--- config.mk ---
export PLATFORM = sky130hd
export DESIGN_NAME = prince_iter_engine
export DESIGN_NICKNAME = d
export VERILOG_FILES = /design/src/rtl/prince_iter_engine.sv
export SDC_FILE = /design/constraint.sdc
export NUM_CORES = 2
export LEC_CHECK = 0
export ABC_AREA = 1
export CAP_MARGIN = 20
export CELL_PAD_IN_SITES_DETAIL_PLACEMENT = 0
export CELL_PAD_IN_SITES_GLOBAL_PLACEMENT = 1
export CORE_MARGIN = 3
export CORE_UTILIZATION = 25
export DETAILED_ROUTE_END_ITERATION = 10
export PLACE_DENSITY = 0.62
export SYNTH_ARGS = -nofsm -noshare
export SYNTH_HDL_FRONTEND = slang
export SYNTH_SLANG_ARGS = --single-unit
--- constraint.sdc ---
create_clock -name clk -period 5.6 [get_ports clk]
set_input_delay 1.4 -clock clk [delete_from_list [all_inputs] [get_ports clk]]
set_output_delay 1.4 -clock clk [all_outputs]
set_load 0.005 [all_outputs]
--- src/rtl/prince_iter_engine.sv ---
// Iterative PRINCE cipher engine: 64-bit block, 128-bit key, encrypt/decrypt.
// Evaluates UNROLL of the 12 schedule slots per clock; handshakes on both sides.
// Ports:
//   clk, rst          clock, synchronous active-high reset
//   in_valid/in_ready request handshake; mode (0 enc, 1 dec), data_in, key sampled on accept
//   out_valid/out_ready result handshake; data_out registered, held until transfer
module prince_iter_engine #(
  parameter int unsigned UNROLL = 1
) (
  input  logic         clk,
  input  logic         rst,
  input  logic         in_valid,
  output logic         in_ready,
  input  logic         mode,
  input  logic [63:0]  data_in,
  input  logic [127:0] key,
  output logic         out_valid,
  input  logic         out_ready,
  output logic [63:0]  data_out
);

  if (!(UNROLL == 1 || UNROLL == 2 || UNROLL == 3 || UNROLL == 4 || UNROLL == 6 ||
        UNROLL == 12)) begin : gen_bad_unroll
    $error("prince_iter_engine: UNROLL must be one of 1, 2, 3, 4, 6, 12");
  end

  localparam logic [63:0]  Alpha   = 64'hc0ac29b7c97c50dd;
  localparam logic [3:0]   Step    = 4'(UNROLL);
  // Nibble tables, entry i at bits [4*i +: 4].
  localparam logic [63:0]  Sbox    = 64'h4d5e087619ca23fb;
  localparam logic [63:0]  SboxInv = 64'h1ce5046a98df237b;
  // M' 16x16 blocks: entry i (bits [16*i +: 16]) is the image of input bit i.
  localparam logic [255:0] MatHat0 =
    256'h0888_4044_2202_1110_8880_0444_2022_1101_8808_4440_0222_1011_8088_4404_2220_0111;
  localparam logic [255:0] MatHat1 =
    256'h8880_0444_2022_1101_8808_4440_0222_1011_8088_4404_2220_0111_0888_4044_2202_1110;

  function automatic logic [63:0] rc(input logic [3:0] idx);
    case (idx)
      4'd1:    rc = 64'h13198a2e03707344;
      4'd2:    rc = 64'ha4093822299f31d0;
      4'd3:    rc = 64'h082efa98ec4e6c89;
      4'd4:    rc = 64'h452821e638d01377;
      4'd5:    rc = 64'hbe5466cf34e90c6c;
      4'd6:    rc = 64'h7ef84f78fd955cb1;
      4'd7:    rc = 64'h85840851f1ac43aa;
      4'd8:    rc = 64'hc882d32f25323c54;
      4'd9:    rc = 64'h64a51195e0e3610d;
      4'd10:   rc = 64'hd3b5a399ca0c2399;
      4'd11:   rc = 64'hc0ac29b7c97c50dd;
      default: rc = 64'h0;
    endcase
  endfunction

  function automatic logic [63:0] sub_nib(input logic [63:0] x, input logic [63:0] tab);
    logic [63:0] r;
    for (int i = 0; i < 16; i++) r[i*4 +: 4] = tab[{x[i*4 +: 4], 2'b00} +: 4];
    return r;
  endfunction

  function automatic logic [15:0] mult16(input logic [15:0] x, input logic [255:0] mat);
    logic [15:0] r;
    r = '0;
    for (int i = 0; i < 16; i++) if (x[i]) r = r ^ mat[i*16 +: 16];
    return r;
  endfunction

  function automatic logic [63:0] m_prime(input logic [63:0] x);
    return {mult16(x[63:48], MatHat0), mult16(x[47:32], MatHat1),
            mult16(x[31:16], MatHat1), mult16(x[15:0], MatHat0)};
  endfunction

  // Nibble p lives in column 3 - p%4; column c rotates left by 4*c nibbles.
  function automatic logic [63:0] shift_rows(input logic [63:0] x, input logic inv);
    logic [63:0] r;
    int          dst;
    r = '0;
    for (int p = 0; p < 16; p++) begin
      dst = inv ? (p + 16 - 4 * (3 - p % 4)) % 16 : (p + 4 * (3 - p % 4)) % 16;
      r[dst*4 +: 4] = x[p*4 +: 4];
    end
    return r;
  endfunction

  function automatic logic [63:0] apply_slot(input logic [63:0] st, input logic [3:0] s,
                                             input logic [63:0] wki, input logic [63:0] wko,
                                             input logic [63:0] rk);
    logic [63:0] r;
    if (s == 4'd0) begin
      r = st ^ wki ^ rk ^ rc(4'd0);
    end else if (s <= 4'd5) begin
      r = shift_rows(m_prime(sub_nib(st, Sbox)), 1'b0) ^ rk ^ rc(s);
    end else if (s == 4'd6) begin
      r = sub_nib(m_prime(sub_nib(st, Sbox)), SboxInv);
    end else if (s <= 4'd10) begin
      r = sub_nib(m_prime(shift_rows(st ^ rk ^ rc(s - 4'd1), 1'b1)), SboxInv);
    end else begin
      r = sub_nib(m_prime(shift_rows(st ^ rk ^ rc(4'd10), 1'b1)), SboxInv) ^ rk ^ rc(4'd11) ^ wko;
    end
    return r;
  endfunction

  typedef enum logic [1:0] {StIdle, StRun, StDone} state_e;

  state_e      state_q, state_d;
  logic [3:0]  slot_q, slot_d;
  logic [63:0] st_q, st_d;
  logic [63:0] wk_in_q, wk_in_d, wk_out_q, wk_out_d, rk_q, rk_d;
  logic        out_valid_q, out_valid_d;
  logic [63:0] data_out_q, data_out_d;
  logic        accept;
  logic [63:0] k0, k1, k0_prime;
  logic [63:0] chain [UNROLL+1];

  assign k0       = key[127:64];
  assign k1       = key[63:0];
  assign k0_prime = {k0[0], k0[63:1]} ^ {63'b0, k0[63]};

  assign chain[0] = st_q;
  for (genvar u = 0; u < UNROLL; u++) begin : gen_slot
    assign chain[u+1] = apply_slot(chain[u], slot_q + 4'(u), wk_in_q, wk_out_q, rk_q);
  end

  always_comb begin
    state_d     = state_q;
    slot_d      = slot_q;
    st_d        = st_q;
    wk_in_d     = wk_in_q;
    wk_out_d    = wk_out_q;
    rk_d        = rk_q;
    out_valid_d = out_valid_q;
    data_out_d  = data_out_q;
    in_ready    = 1'b0;
    case (state_q)
      StIdle: in_ready = 1'b1;
      StRun: begin
        st_d   = chain[UNROLL];
        slot_d = slot_q + Step;
        if (slot_q + Step == 4'd12) begin
          data_out_d  = chain[UNROLL];
          out_valid_d = 1'b1;
          state_d     = StDone;
        end
      end
      StDone: begin
        in_ready = out_ready;
        if (out_ready) begin
          out_valid_d = 1'b0;
          state_d     = StIdle;
        end
      end
      default: state_d = StIdle;
    endcase
    accept = in_valid & in_ready;
    // An accept in DONE overrides the return to IDLE.
    if (accept) begin
      state_d  = StRun;
      slot_d   = 4'd0;
      st_d     = data_in;
      wk_in_d  = mode ? k0_prime : k0;
      wk_out_d = mode ? k0 : k0_prime;
      rk_d     = mode ? (k1 ^ Alpha) : k1;
    end
  end

  always_ff @(posedge clk) begin
    if (rst) begin
      state_q     <= StIdle;
      slot_q      <= 4'd0;
      st_q        <= '0;
      wk_in_q     <= '0;
      wk_out_q    <= '0;
      rk_q        <= '0;
      out_valid_q <= 1'b0;
      data_out_q  <= '0;
    end else begin
      state_q     <= state_d;
      slot_q      <= slot_d;
      st_q        <= st_d;
      wk_in_q     <= wk_in_d;
      wk_out_q    <= wk_out_d;
      rk_q        <= rk_d;
      out_valid_q <= out_valid_d;
      data_out_q  <= data_out_d;
    end
  end

  assign out_valid = out_valid_q;
  assign data_out  = data_out_q;

endmodule

==> results.md <==
- Once the clock tree was built, the setup fixing pass inserted 0 buffers.
- Global routing consumed, over all layers together, 25.3% of the routing resources.
- The first detailed-routing pass ran for 6 iterations.
- Measured against its own limit, the worst slew margin works out to 14.8%.
- Summing every instance area after synthesis gives 36800 µm².
- The cell at the root of the clock tree is sky130_fd_sc_hd__clkbuf_16.
- Counting flops with an async set or reset pin after synthesis yields a share of 0%.
- Data on the critical path arrives at its endpoint at 5320 ps.
- The synthesized area per cell is 5.98 µm².
- Counting I/O delays and the setup requirement, the final critical path takes 4870 ps.
- After detailed routing, the number of vias per cell comes to 5.01.
- The worst-case IR drop observed on VDD is 0.000235 V.
- The overall overflow remaining after global route is 0.
- Across the run, the number of max-cap violations was 0.
- Synthesis handed over a netlist of 6157 instances.
- The flip-flop and latch count after synthesis is 366.
- The fraction of layout cells with a size suffix above 1 is 5.72%.
- The category of the worst setup path capture point is a register.
- The critical path required time is 6060 ps.
- STA classifies the critical path startpoint as a register.
- In the final design database the tool counted 6789 nets.
- The cell with the most instances on the worst path is sky130_fd_sc_hd__inv_1.
- The global placer's final weighted congestion is 0.974.
- The number of nets in the synthesized netlist is 6596.
- The clock reaches the later pin of the worst-skew pair after 680 ps.
- The static leakage is 21.5 nW.
- The maximum buffer depth of the clock tree is 3.
- The average wire length per cell after detail routing is 24.0 µm.
- The final-report setup violation count is 0.
- The first routing iteration left 4275 violations.
- After synthesis, flip-flops and latches occupy 19.9% of the total area.
- The count of buffer and inverter cells on the critical path is 3.
- Setup repair after global routing left no endpoint under its margin.
- The H-tree generated during clock tree synthesis spans 2 levels.
- The count of nets left with antenna violations once routing finished came out at 0.
- The run finished with clean final reports.
- The DRC violation count after routing is 0.
- Buffers placed on the I/O ports in this run total 262.
- Broken down by cell family, the worst path's largest delay share belongs to simple AND/OR/NAND/NOR gates.
- The slowest stage cell on the critical path is sky130_fd_sc_hd__nor3_1.
- The pin count of the biggest net entering global routing is 190.
- The die is 390 µm wide.
- The initial antenna violation count is 12.
- The area growth from synthesis to final layout is 18.5%.
- For this run, the leading register cell type out of synthesis is sky130_fd_sc_hd__dfxtp_1.
- The number of standard-cell rows in the floorplan is 140.
- Traced cell by cell, the critical path runs through nand2_1 -> nor2_1 -> xor2_1 -> nor3_1 -> inv_1 -> nor2_4 -> buf_4 -> inv_1 -> a21oi_1.
- The number of library cell types mapped by synthesis is 53.
- Final hold analysis gives a worst-case slack of 470 ps.
- The hold-fix buffer count after cts is 0.
- The number of hold violations in the final report is 0.
- The final number of max-transition violations came to 0.
- The worst hold path belongs to the class reg -> reg.
- The total clock sinks is 366.
- Yosys printed 0 warnings.
- The setup skew after layout is 52.7 ps.
- The number of buffers added by the clock tree synthesis step is 52.
- For this run, the slowest stage of the critical path takes 980 ps.
- 263 I/O pins were placed.
- The number of global-route vias before repair is 37800.
- The share of the clock period used by the worst path is 86.9%.
- The maximum achievable frequency is 205 MHz.
- The die extent in y is 390 µm.
- The total half-perimeter wirelength after legalization and detailed placement is 161000 µm.
- The floorplan die area is 152000 µm².
- After clock tree synthesis, the clock-pin slew on the worst setup and hold paths is 70 ps.
- The first global-routing pass estimated 278000 µm of wire.
- The routed layout has 41600 vias.
- The initial cell density of the core is 25.2%.
- After clock tree synthesis, the repair step resized 0 gates.
- The startpoint-to-endpoint class of the critical path is reg -> reg.
- At the pin with the least slew margin, the transition time is 1270 ps.
- After floorplanning, the core was sized to cover 146000 µm².
- In this run the worst path has a maximum fanout of 45.
- The final wirelength is 200000 µm.
- The clock tree from TritonCTS is built.
- The final sum of negative setup slack is 0 ps.
- Dividing total power by cell area gives a power density of 394 nW/µm².
- The number of enable-type register cells in the synthesized netlist is 0.
[through the flow]
step | instances | total power, mW | util, % | worst slack, ps | instance area [µm²]
after detailed placement | 8213 | 13.3 | 28.6 | 1010 | 41800
final | 8314 | 17.2 | 29.9 | 733 | 43600
after CTS | 8311 | 17.1 | 29.9 | 981 | 43600
after global routing | 8311 | 18.5 | 29.9 | 526 | 43600
after global placement | 8211 | 13.3 | 28.6 | 947 | 41800
after floorplan | 6157 | 9.86 | - | 2040 | 36800
[placed cells by master, fill, tap and decap left out, types with 61 or more instances in the layout]
master	netlist	routed
sky130_fd_sc_hd__inv_1	733	731
sky130_fd_sc_hd__a31oi_1	77	77
sky130_fd_sc_hd__buf_4	6	117
sky130_fd_sc_hd__nand2_1	2059	2057
sky130_fd_sc_hd__xnor2_1	180	177
sky130_fd_sc_hd__o211ai_1	61	61
sky130_fd_sc_hd__xor2_1	246	246
sky130_fd_sc_hd__nor2_1	199	197
sky130_fd_sc_hd__clkdlybuf4s50_1	0	260
sky130_fd_sc_hd__ha_1	242	242
sky130_fd_sc_hd__o21ai_0	530	530
sky130_fd_sc_hd__a21oi_1	312	311
sky130_fd_sc_hd__dfxtp_1	366	366
sky130_fd_sc_hd__nand3_1	640	640
[area by class of cell]
type	count	area, µm²
fillers	16300	102000
multi-input cells	4793	25600
flip-flops and latches	366	7330
repair buffers	382	3560
inverters	755	2860
well taps	1917	2400
clock buffers	69	1430
clock inverters	29	415
diodes	3	7.51
[worst register-to-register path, stage by stage (launching register included)]
cell	delay (ps)
sky130_fd_sc_hd__dfxtp_1	730
sky130_fd_sc_hd__nand2_1	230
sky130_fd_sc_hd__nor2_1	260
sky130_fd_sc_hd__xor2_1	140
sky130_fd_sc_hd__nor3_1	980
sky130_fd_sc_hd__inv_1	220
sky130_fd_sc_hd__nor2_4	150
sky130_fd_sc_hd__buf_4	460
sky130_fd_sc_hd__inv_1	630
sky130_fd_sc_hd__a21oi_1	840
[cell usage after synthesis, types with 2 or more instances]
library cell	count	area [µm²]
sky130_fd_sc_hd__a21o_1	3	22.5
sky130_fd_sc_hd__a21oi_1	312	1560
sky130_fd_sc_hd__a31o_2	2	17.5
sky130_fd_sc_hd__a31oi_1	77	482
sky130_fd_sc_hd__and2_1	2	12.5
sky130_fd_sc_hd__buf_1	15	56.3
sky130_fd_sc_hd__buf_2	47	235
sky130_fd_sc_hd__buf_4	6	45.0
sky130_fd_sc_hd__buf_6	6	67.6
sky130_fd_sc_hd__buf_8	3	45.0
sky130_fd_sc_hd__clkbuf_1	162	608
sky130_fd_sc_hd__clkbuf_2	3	15.0
sky130_fd_sc_hd__clkinv_1	10	37.5
sky130_fd_sc_hd__dfxtp_1	366	7330
sky130_fd_sc_hd__ha_1	242	3030
sky130_fd_sc_hd__inv_1	733	2750
sky130_fd_sc_hd__inv_2	10	37.5
sky130_fd_sc_hd__inv_4	2	12.5
sky130_fd_sc_hd__nand2_1	2059	7730
sky130_fd_sc_hd__nand2_2	33	206
sky130_fd_sc_hd__nand2_4	5	56.3
sky130_fd_sc_hd__nand3_1	640	3200
sky130_fd_sc_hd__nand3_2	12	120
sky130_fd_sc_hd__nand3_4	9	158
sky130_fd_sc_hd__nand3b_1	29	218
sky130_fd_sc_hd__nand4_1	3	18.8
sky130_fd_sc_hd__nor2_1	199	747
sky130_fd_sc_hd__nor3_1	7	35.0
sky130_fd_sc_hd__o2111ai_1	11	96.3
sky130_fd_sc_hd__o211ai_1	61	458
sky130_fd_sc_hd__o21ai_0	530	2650
sky130_fd_sc_hd__o21ai_1	17	85.1
sky130_fd_sc_hd__o22ai_1	2	12.5
sky130_fd_sc_hd__o31ai_1	33	248
sky130_fd_sc_hd__or2_1	2	12.5
sky130_fd_sc_hd__or2_2	52	325
sky130_fd_sc_hd__xnor2_1	180	1580
sky130_fd_sc_hd__xnor2_2	4	65.1
sky130_fd_sc_hd__xor2_1	246	2150
sky130_fd_sc_hd__xor2_2	9	146
[metal layers]
layer,global-route usage (%),vias up,share of wire [%]
li1,-,20100,-
met1,35.7,19600,46
met2,38.2,1619,42
met3,3.16,276,6.9
met4,11.5,4,5.3
met5,0,-,0.015
[report_power, final]
group | total, mW | switching [mW] | internal [mW]
clock | 3.67 | 1.53 | 2.14
sequential | 3.10 | 0.307 | 2.79
combinational | 10.4 | 7.25 | 3.17
[kinds of logic (layout without fill, tap and decap cells)]
family,count (synthesis),after routing,synth area share (%)
simple gates,3055,3055,35.0
xor+xnor,439,439,10.7
flops,366,366,19.9
other cells,0,3,0
compound gates,1057,1057,15.5
fa+ha+maj,242,242,8.22
buf+inv,998,1235,10.7
[worst paths after layout]
check	endpoint	cells past startpoint	slack, ps	start
worst max-delay path	state_q[1]	9	730	slot_q[2]
worst max register to register	state_q[1]	9	730	slot_q[2]
worst min-delay path	out_valid	2	470	out_valid
worst min register to register	out_valid	2	470	out_valid
Power figures use the tool's default switching activity.
